### config.mk
export PLATFORM = sky130hd
export DESIGN_NAME = systolic_edge_feeder_flat
export DESIGN_NICKNAME = d
export VERILOG_FILES = /design/src/rtl/systolic_edge_feeder_if.sv /design/src/rtl/systolic_edge_feeder.sv /design/src/flat_wrapper.sv
export SDC_FILE = /design/constraint.sdc
export NUM_CORES = 1
export LEC_CHECK = 0
export BUFFER_PORTS_ARGS = -buffer_cell sky130_fd_sc_hd__buf_2
export CORE_MARGIN = 4
export CORE_UTILIZATION = 58
export CTS_BUF_LIST = sky130_fd_sc_hd__clkbuf_8
export DETAILED_ROUTE_END_ITERATION = 10
export GPL_ROUTABILITY_DRIVEN = 0
export GPL_TIMING_DRIVEN = 0
export PLACE_DENSITY = 0.87
export RECOVER_POWER = 100
export SLEW_MARGIN = 5
export SYNTH_ARGS = -nofsm -noshare
export SYNTH_HDL_FRONTEND = slang
export SYNTH_SLANG_ARGS = --single-unit
### constraint.sdc
create_clock -name clk -period 1.95 [get_ports clk]
set_input_delay 0.2925 -clock clk [delete_from_list [all_inputs] [get_ports clk]]
set_output_delay 0.2925 -clock clk [all_outputs]
set_load 0.05 [all_outputs]
### src/rtl/systolic_edge_feeder_if.sv
// Operand stream into the systolic edge feeder: one k-step (A column, B row) per beat.
// Handshake: a beat transfers on a rising edge where valid && ready; the source
// holds valid, a, b and last stable until that edge, and ready never depends on valid.
interface systolic_edge_feeder_if #(
  parameter int DATA_WIDTH = 8,
  parameter int N          = 4
);
  logic                    valid;
  logic                    ready;
  logic [N*DATA_WIDTH-1:0] a;
  logic [N*DATA_WIDTH-1:0] b;
  logic                    last;

  modport master (output valid, a, b, last, input ready);
  modport slave  (input valid, a, b, last, output ready);
endinterface

### src/rtl/systolic_edge_feeder.sv
// Edge feeder for an N x N MAC mesh: skews lane i of each accepted k-step by i
// cycles, clears the accumulators before a job and pulses done when results are final.
module systolic_edge_feeder #(
  parameter int DATA_WIDTH = 8,
  parameter int N          = 4
) (
  input  logic                    clk,
  input  logic                    rst,
  input  logic                    start,
  output logic                    busy,
  systolic_edge_feeder_if.slave   s,
  output logic [N*DATA_WIDTH-1:0] a_edge,
  output logic [N*DATA_WIDTH-1:0] b_edge,
  output logic                    pe_clr,
  output logic                    done,
  output logic [2:0]              state_dbg
);
  typedef enum logic [2:0] {
    IDLE  = 3'd0,
    CLEAR = 3'd1,
    FEED  = 3'd2,
    FLUSH = 3'd3,
    DONE  = 3'd4
  } state_t;

  localparam int CW = $clog2(2 * N) + 1;
  localparam logic [CW-1:0] FLUSH_LAST = CW'(2 * N - 2);

  state_t        state;
  state_t        state_next;
  logic [CW-1:0] flush_cnt;
  logic          take;

  always_ff @(posedge clk or negedge rst) begin
    if (!rst) begin
      state     <= IDLE;
      flush_cnt <= '0;
    end else begin
      state <= state_next;
      if (state == FLUSH) flush_cnt <= flush_cnt + 1'b1;
      else                flush_cnt <= '0;
    end
  end

  always_comb begin
    state_next = state;
    case (state)
      IDLE:    if (start) state_next = CLEAR;
      CLEAR:   state_next = FEED;
      FEED:    if (take && s.last) state_next = FLUSH;
      FLUSH:   if (flush_cnt == FLUSH_LAST) state_next = DONE;
      DONE:    state_next = IDLE;
      default: state_next = IDLE;
    endcase
  end

  assign take      = s.valid && (state == FEED);
  assign s.ready   = (state == FEED);
  assign busy      = (state != IDLE);
  assign pe_clr    = (state == CLEAR);
  assign done      = (state == DONE);
  assign state_dbg = state;

  // Cycles without a beat push zeros, so bubbles contribute nothing to the products.
  for (genvar i = 0; i < N; i++) begin : g_lane
    logic [DATA_WIDTH-1:0] a_st [0:i];
    logic [DATA_WIDTH-1:0] b_st [0:i];

    always_ff @(posedge clk or negedge rst) begin
      if (!rst) begin
        for (int k = 0; k <= i; k++) begin
          a_st[k] <= '0;
          b_st[k] <= '0;
        end
      end else begin
        a_st[0] <= take ? s.a[i*DATA_WIDTH +: DATA_WIDTH] : '0;
        b_st[0] <= take ? s.b[i*DATA_WIDTH +: DATA_WIDTH] : '0;
        for (int k = 1; k <= i; k++) begin
          a_st[k] <= a_st[k-1];
          b_st[k] <= b_st[k-1];
        end
      end
    end

    assign a_edge[i*DATA_WIDTH +: DATA_WIDTH] = a_st[i];
    assign b_edge[i*DATA_WIDTH +: DATA_WIDTH] = b_st[i];
  end
endmodule

### src/flat_wrapper.sv
// flat-port wrapper written by rule: the top's interface ports become plain ports
module systolic_edge_feeder_flat 
#(
  parameter int DATA_WIDTH = 8,
  parameter int N          = 4
)
  (clk, rst, start, busy, a_edge, b_edge, pe_clr, done, state_dbg, s_valid, s_a, s_b, s_last, s_ready);
  systolic_edge_feeder_if #(.DATA_WIDTH(DATA_WIDTH), .N(N)) s_i ();
  input  logic clk;
  input  logic rst;
  input  logic start;
  output logic busy;
  output logic [N*DATA_WIDTH-1:0] a_edge;
  output logic [N*DATA_WIDTH-1:0] b_edge;
  output logic pe_clr;
  output logic done;
  output logic [2:0] state_dbg;
  input wire logic [$bits(s_i.valid)-1:0] s_valid;
  input wire logic [$bits(s_i.a)-1:0] s_a;
  input wire logic [$bits(s_i.b)-1:0] s_b;
  input wire logic [$bits(s_i.last)-1:0] s_last;
  output wire logic [$bits(s_i.ready)-1:0] s_ready;
  assign s_i.valid = s_valid;
  assign s_i.a = s_a;
  assign s_i.b = s_b;
  assign s_i.last = s_last;
  assign s_ready = s_i.ready;
  systolic_edge_feeder #(.DATA_WIDTH(DATA_WIDTH), .N(N)) u_core (.clk(clk), .rst(rst), .start(start), .busy(busy), .s(s_i), .a_edge(a_edge), .b_edge(b_edge), .pe_clr(pe_clr), .done(done), .state_dbg(state_dbg));
endmodule
Word-level counts from Yosys, hierarchy flattened
Index checks and enable logic that the tools add are counted.

word-level totals
  register bits after elaboration = 167
  bits of input ports = 69
  output and inout port bits = 71

cells by class
  $add $sub $neg = 1
  equality and inequality tests = 8
  muxes and demuxes = 13
  reduce and logical (&&, ||, !) cells = 5

operators with widths
  cell                                                                    count
  8-bit 2-to-1 mux                                                        8
  3-bit one-hot mux with 4 select lines                                   1
  3-bit 2-to-1 mux                                                        3
  3-bit by 2-bit equality test with 1-bit output (second input constant)  2
  4-bit by 1-bit adder with 4-bit output (second input constant)          1
  4-bit by 3-bit equality test with 1-bit output (second input constant)  1
  4-bit 2-to-1 mux                                                        1
  2-bit != test (second input constant)                                   2
  3-bit by 1-bit equality test with 1-bit output (second input constant)  1
  3-bit equality test (second input constant)                             1
  3-bit zero test                                                         1
  3-bit AND reduction                                                     1
  3-bit nonzero test                                                      1
  1-bit logical AND                                                       2
  2-bit by 1-bit != test with 1-bit output (second input constant)        1

Logic depth before layout (Yosys ltp)
Gate-level depths: netlist of the first run.

  word-level depth = 5
  mapped depth = 5
  mapped depth without buffers = 5

Least setup slack after synthesis of the first run
Ideal clock, no wire load.

  path type = register -> output
  from = reg u_core.state[1], in the netlist u_core.state_dbg[1]
  to = out done
  arrival = 1.956 ns
  required time = 1.657 ns
  slack = -0.298 ns
  cell stages (with the launch flop) = 3
  path buffers = 1
  cell sequence = dfrtp_1 > buf_4 > nor3b_1

on the way
  word-level cells in the longest chain between the ends = 1

RTL lines
  what                    line                        RTL
  from (decl)             systolic_edge_feeder.sv:29  state_t state;
  from (signal assigned)  systolic_edge_feeder.sv:39  state <= state_next;
  3-bit equality test     systolic_edge_feeder.sv:61  assign done = (state == DONE);
  to (decl)               flat_wrapper.sv:16          output logic done;

Every way passes these cells.

Final worst setup path of the first run
  from = reg u_core.state[1], in the netlist u_core.state_dbg[1]
  to = out busy

on the way
  word-level cells in the longest chain between the ends = 1

RTL lines
  what                line                        RTL
  3-bit nonzero test  systolic_edge_feeder.sv:59  assign busy = (state != IDLE);
  to (decl)           flat_wrapper.sv:12          output logic busy;

Every way passes these cells.

==> results of run 1 <==
state kept, by name, summed over array words and instances, names as in the netlist:
name and flops:
u_core.state_dbg 3, u_core.g_lane.a_st 56, u_core.flush_cnt 4, u_core.a_edge 24
u_core.b_edge 24, u_core.g_lane.b_st 56
repair_timing:
item | CTS | global route
buffers inserted | 0 | 0
hold buffers | 1 | 0
hold endpoints to repair | 64 | 0
pin swaps | 0 | 0
resized for setup | 1 | 2
setup endpoints to repair | 1 | 1
layer usage:
layer,up-vias,wire length [µm]
met3,10,640
met2,99,4250
li1,1303,-
met1,1330,3290
met4,0,123
met5,-,0
cell type report:
class	instances	area (µm²)	area share, %
repair buffers	140	649	10.2
well taps	108	135	2.13
clock buffers	17	234	3.69
flip-flops and latches	167	4180	65.9
clock inverters	15	158	2.48
inverters	1	3.75	0.0591
multi-input cells	86	552	8.69
plain buffers	63	435	6.86
layout by cell type (no fill, tap or decap), types with 4 or more instances in the layout:
cell type and instances:
and3_1 64, buf_2 67, buf_4 51, clkbuf_1 76, clkbuf_2 5, clkbuf_8 17
dfrtp_1 166, inv_6 4, inv_8 5, nor2_1 5
per-stage QoR:
| step | TNS (ns) | hold slack (ns) | setup slack [ns] | util [%] |
|---|---|---|---|---|
| after detailed placement | 0 | 0.314 | 0.485 | 69.5 |
| after global routing | 0 | 0.0727 | 0.0232 | 72.8 |
| after CTS | 0 | 0.0650 | 0.0613 | 74.1 |
| after global placement | -261.31 | 0.331 | -1.58 | 69.1 |
| after floorplan | -0.596 | -0.00309 | -0.298 | - |
| final | 0 | 0.0971 | 0.108 | 72.8 |
worst register-to-register path, stage by stage, from the launching register on:
cell,delay [ns]
dfrtp_1,0.35
buf_4,0.15
nor3b_2,0.21
clkbuf_1,0.43
clkbuf_1,0.33
and3_1,0.20
where the power goes:
group / switching (µW) / total, µW / leakage, µW / internal (µW)
logic: 1460 / 2050 / 0.00110 / 593
clock network: 1300 / 2360 / 0.000199 / 1070
registers: 197 / 4230 / 0.00226 / 4030
total: 2950 / 8640 / 0.00356 / 5700
cell families after synthesis:
kind of cell	count (synthesis)	synth area share, %
XOR/XNOR	2	0.337
adder cells (fa/ha/maj)	2	0.481
flip-flops	167	80.4
buffers and inverters	64	8.98
AND/OR/NAND/NOR	78	9.24
AO/OA/AOI/OAI	4	0.554
how the worst max path moves through the flow:
stage | startpoint | end | slack (ns) | cells past startpoint
after global routing | u_core.state_dbg[1]$_DFFE_PN0P_ | s_ready | 0.02 | 4
final | u_core.state_dbg[1]$_DFFE_PN0P_ | busy | 0.11 | 3
after CTS | u_core.state_dbg[0]$_DFFE_PN0P_ | s_ready | 0.06 | 3
after global placement | rst | u_core.a_edge[18]$_DFF_PN0_ | -1.58 | 1
after floorplan | u_core.state_dbg[1]$_DFFE_PN0P_ | done | -0.30 | 2
after detailed placement | u_core.state_dbg[0]$_DFFE_PN0P_ | s_ready | 0.49 | 3
==> results.md, run 1 <==
- Status: finished, final reports clean
- H-tree level count: 4
- CTS tree: yes
- Setup violators final: 0
- FF-to-FF setup slack: 0.21 ns
- Placed Cells: around 560
- Dominant cells by area after synthesis: dfrtp_1, and3_1, buf_4, buf_6, clkbuf_1
- Initial DRC Count: 87
- Critical R2R Capture: u_core.g_lane[3].a_st[26]$_DFF_PN0_
- Largest area contributor in the netlist: dfrtp_1
- Finished Layout Cells: a little under 600
- Seq/Total Area, Yosys: around four fifths
- Hold path depth: 2
- Busiest grt layer: met2
- Syn Nets: ~390
- CP bufs+invs: 2
- Leakage: approximately 0.0036 µW
- Chip width: around 100 µm
- Grt met3 use: roughly 5.1%
- Critical path launch point type: flip-flop
- Worst hold path type: in2reg
- Worst hold start: s_a[10]
- Slew of the pin with the lowest slew margin: around 0.9 ns
- Setup Skew: approximately 0.0091 ns
- Root Buffer Master: clkbuf_8
- Vias: 2742
- Die ar.: ~11000 µm²
- Post-synth cell types: 22
- Grt ovf: 0
- I/O Buffers: between 100 and 150
- Main flop type after synthesis: dfrtp_1
- Ant diodes: 0
- Critical setup path kind: reg2out
- Sink Count: roughly 170
- Final Power: 8640 µW
- Post-synth ARST share: 100%
- Top-count cell post-synth: dfrtp_1
- Max Cap Violations: 0
- Worst reg2reg path startpoint: u_core.state_dbg[1]$_DFFE_PN0P_
- P&R area growth vs syn: 22.1%
- Synth Register Bits: around 170
- Post-synth EDFFs: 0
- Effective utilization at floorplan: about three fifths
- Post-DP HPWL: between 5000 and 6000 µm
- FMAX: roughly 0.54 GHz
- Peak supply drop: around 820 µV
- Initial antenna violation count: 0
- Yosys warnings: 0
- Mapped Area: approximately 5200 µm²
- Slowest cell delay on critical path: 0.38 ns
- # DRC: 0
- Fin. Hold Viols: 0
- Core area: 8720 µm²
- Reg2reg path depth: 5
- Fin crit period: about 1.8 ns
- Num CTS Buffers: 17
- First-pass GRT wire length: 13000 µm
- Ports: 140
- WL final: 8300 µm
- Fin crit share: 94.4%
- RSZ-0062 raised after global routing: no
- Vias per cell: ~4.6
- Slowest-stage cell, CP: dfrtp_1
- Wire per inst: about 14 µm
- Routing usage on met1: about a fifth
- Fill count: 600
- Die Ht: around 100 µm
- Longest Clk Path Bufs: 2
- Synth top cells by count: dfrtp_1, and3_1, buf_4
- Worst Hold Path EP: u_core.g_lane[1].a_st[10]$_DFF_PN0_
- Slew HR: between 40% and 50%
- Gr usage total: ~17%
- Largest net degree at the start of global routing: around 100
- Clock transition at path regs: 0.09 ns
- Met2 usage: a little over a quarter
- Crit-path leading delay family: flip-flops
- Number of global-route vias before repair: 2827
- PwrDens: about 1400 nW/µm²
- Slew Viols, Final: 0
- Area share of the largest cell type after synthesis: 80.4%
- Worst Setup End Kind: primary output
- Rows: 34
- Insertion delay to the later sink of the worst-skew pair: between 0.4 and 0.5 ns
- Cell Chain, Critical Path: buf_4 -> or3_1 -> buf_2
- Final instance area: 6350 µm²
- CP Max Fanout: 9
- Post-synthesis cell count: roughly 320
- Final #Nets: roughly 550
- Crit path DAT: about 1.6 ns
- DRT Pass-1 Iters: 6
- Layout cell share with drive strength beyond 1: 32.5%
- Dpl cell area: just over 6000 µm²
- CP required: around 1.7 ns
- Routed Antenna Nets: 0
- Synthesized area per cell: between 15 and 20 µm²
Note: power is estimated with default switching activity, not from simulation.
==> run 2, diff against run 1 <==
Settings changed: CORE_UTILIZATION 58 to 55, CTS_BUF_LIST sky130_fd_sc_hd__clkbuf_8 to default, PLACE_DENSITY 0.87 to 0.83.
==> run 2 against run 1 <==
Count of clock-buffer cells in the layout increased by 1. Sequential share of layout area shrank 4.9 points. Register-to-register slack gained 0.38 ns. Clock skew up 0.0021 ns. Critical path depth did not move. Via count grew 3.3%. Maximum frequency decreased by 1.9%. Flip-flop and latch count stayed put. Power rose by 14%. Combinational power is 9.8% higher. Highest routed layer unchanged.
==> results.md, run 2 (synthesis gave the netlist of run 1 again) <==
- Slew HR: 39.9% (-1.2 points)
- H-tree level count: 4 (unchanged)
- Largest net degree at the start of global routing: 101 (-2.9%)
- Wire per inst: 14.0 µm (+0.57%)
- Slew Viols, Final: 0 (unchanged)
- # DRC: 0 (unchanged)
- Setup violators final: 0 (unchanged)
- DRT Pass-1 Iters: 4 (-2)
- Critical path launch point type: flip-flop
- PwrDens: 1440 nW/µm² (+5.8%)
- Worst hold path type: in2reg
- Fin. Hold Viols: 0 (unchanged)
- Placed Cells: 585 (+3.7%)
- Rows: 35 (+2.9%)
- Initial antenna violation count: 0 (unchanged)
- Ports: 140 (unchanged)
- Gr usage total: 17.5% (+0.90 points)
- Commonest cells after routing, fill and taps aside: dfrtp_1, buf_2, and3_1
- FMAX: 0.532 GHz (-1.9%)
- Final Power: 9870 µW (+14%)
- Chip width: 105 µm (+2.5%)
- Post-DP HPWL: 5770 µm (-1.1%)
- FF-to-FF setup slack: 0.59 ns (+0.38 ns)
- Biggest regs: u_core.g_lane.a_st (56), u_core.g_lane.b_st (56)
- Number of global-route vias before repair: 2997 (+6.0%)
- Insertion delay to the later sink of the worst-skew pair: 0.50 ns (+0.08 ns)
- Status: finished, final reports clean
- Most common cell after layout, fill and taps aside: dfrtp_1
- RSZ-0062 raised after global routing: no
- Core area: 9240 µm² (+6.0%)
- P&R area growth vs syn: 31.9%
- Leakage: 0.00400 µW (+12%)
- CP Max Fanout: 9 (unchanged)
- Effective utilization at floorplan: 56.2% (-3.3 points)
- Crit path DAT: 1.59 ns (+0.04 ns)
- Sink Count: 167 (unchanged)
- Final #Nets: 559 (+2.2%)
- Ant diodes: 0 (unchanged)
- Peak supply drop: 944 µV (+16%)
- Critical R2R Capture: u_core.g_lane[2].a_st[16]$_DFF_PN0_
- Vias per cell: 4.50 (-2.0%)
- Worst reg2reg path startpoint: u_core.state_dbg[1]$_DFFE_PN0P_
- Hold path depth: 2 (unchanged)
- Grt ovf: 0 (unchanged)
- CTS tree: yes
- Slowest-stage cell, CP: dfrtp_1
- Setup Skew: 0.0111 ns (+0.00207 ns)
- Fin crit share: 96.3% (+1.9 points)
- Crit-path leading delay family: flip-flops
- Worst Hold Path EP: u_core.g_lane[0].a_st[5]$_DFF_PN0_
- WL final: 8800 µm (+6.0%)
- Clock transition at path regs: 0.07 ns (-0.02 ns)
- Max Cap Violations: 0 (unchanged)
- Routed Antenna Nets: 0 (unchanged)
- Critical setup path kind: reg2out
- Slew of the pin with the lowest slew margin: 0.902 ns (+0.0182 ns)
- Finished Layout Cells: 629 (+5.4%)
- Initial DRC Count: 96 (+10%)
- CP bufs+invs: 2 (unchanged)
- Slowest cell delay on critical path: 0.38 ns (about the same)
- Num CTS Buffers: 17 (unchanged)
- Die Ht: 105 µm (+2.5%)
- First-pass GRT wire length: 14700 µm (+12%)
- Reg2reg path depth: 5 (unchanged)
- Fill count: 551 (-8.2%)
- Worst Setup End Kind: primary output
- Setup Fix Bufs, Post-CTS: 0 (unchanged)
- I/O Buffers: 138 (unchanged)
- CP required: 1.66 ns (about the same)
- Die ar.: 11100 µm² (+5.0%)
- Worst hold start: s_a[5]
- Fin crit period: 1.88 ns (+0.0365 ns)
- Layout cell share with drive strength beyond 1: 45.8% (+13 points)
- Vias: 2832 (+3.3%)
- Longest Clk Path Bufs: 2 (unchanged)
- Cell Chain, Critical Path: buf_4 -> or3_4 -> buf_6
- Root Buffer Master: clkbuf_8
-- run 2: power by group --
part | leakage (µW) | internal [µW] | total (µW) | switching (µW)
clock | 0.000294 | 2020 | 3370 | 1350
sequential | 0.00226 | 4040 | 4250 | 206
combinational | 0.00144 | 778 | 2250 | 1470
-- run 2: cell type report --
cell class	instances	area, µm²	area share (%)
tap	129	161	2.35
sequential	167	4180	61.0
clock buffer	18	428	6.24
multi-input combinational	86	563	8.21
buffer	63	469	6.85
inverter	1	3.75	0.0548
timing repair buffer	152	863	12.6
clock inverter	13	185	2.70
-- run 2: layer usage --
metal  GRT usage (%)  wire (µm)  up-vias
met5               0          0        -
met4            8.25        179        0
met3            5.14        519       17
met2            28.5       4620       97
met1            21.7       3480     1390
li1                -          -     1328
-- run 2: stage by stage --
step	area, µm²	utilization [%]	worst slack [ns]	setup TNS, ns	hold WS (ns)
5_1_grt	6850	74.2	0.000501	0	0.000530
2_1_floorplan	5200	-	-0.298	-0.596	-0.00309
3_3_place_gp	6050	65.5	-1.57	-259.72	0.331
6_report	6850	74.2	0.0719	0	0.0272
4_1_cts	6840	74.0	0.00512	0	0.0000409
3_5_place_dp	6080	65.8	0.488	0	0.330
-- run 2: timing repair --
action / in CTS / in global routing
pin swaps: 0 / 0
hold buffers: 13 / 0
setup endpoints to repair: 2 / 2
gates resized for setup: 4 / 6
hold endpoints to repair: 79 / 0
-- run 2: worst register-to-register path, cell delays in order, from the launching register on --
cell and delay [ns]:
dfrtp_1 0.34, buf_4 0.15, nor3b_4 0.23, buf_4 0.24
buf_6 0.15, and3_1 0.17
-- run 2: worst max path at each step --
stage          slack [ns]                       startpoint  depth (start not counted)                                   to
2_1_floorplan       -0.30  u_core.state_dbg[1]$_DFFE_PN0P_                          2                                 done
5_1_grt            0.0005  u_core.state_dbg[1]$_DFFE_PN0P_                          3                                 busy
3_5_place_dp         0.49  u_core.state_dbg[0]$_DFFE_PN0P_                          3                              s_ready
4_1_cts             0.005  u_core.state_dbg[1]$_DFFE_PN0P_                          3                                 busy
6_report             0.07  u_core.state_dbg[1]$_DFFE_PN0P_                          3                                 busy
3_3_place_gp        -1.57                              rst                          1  u_core.g_lane[1].a_st[10]$_DFF_PN0_
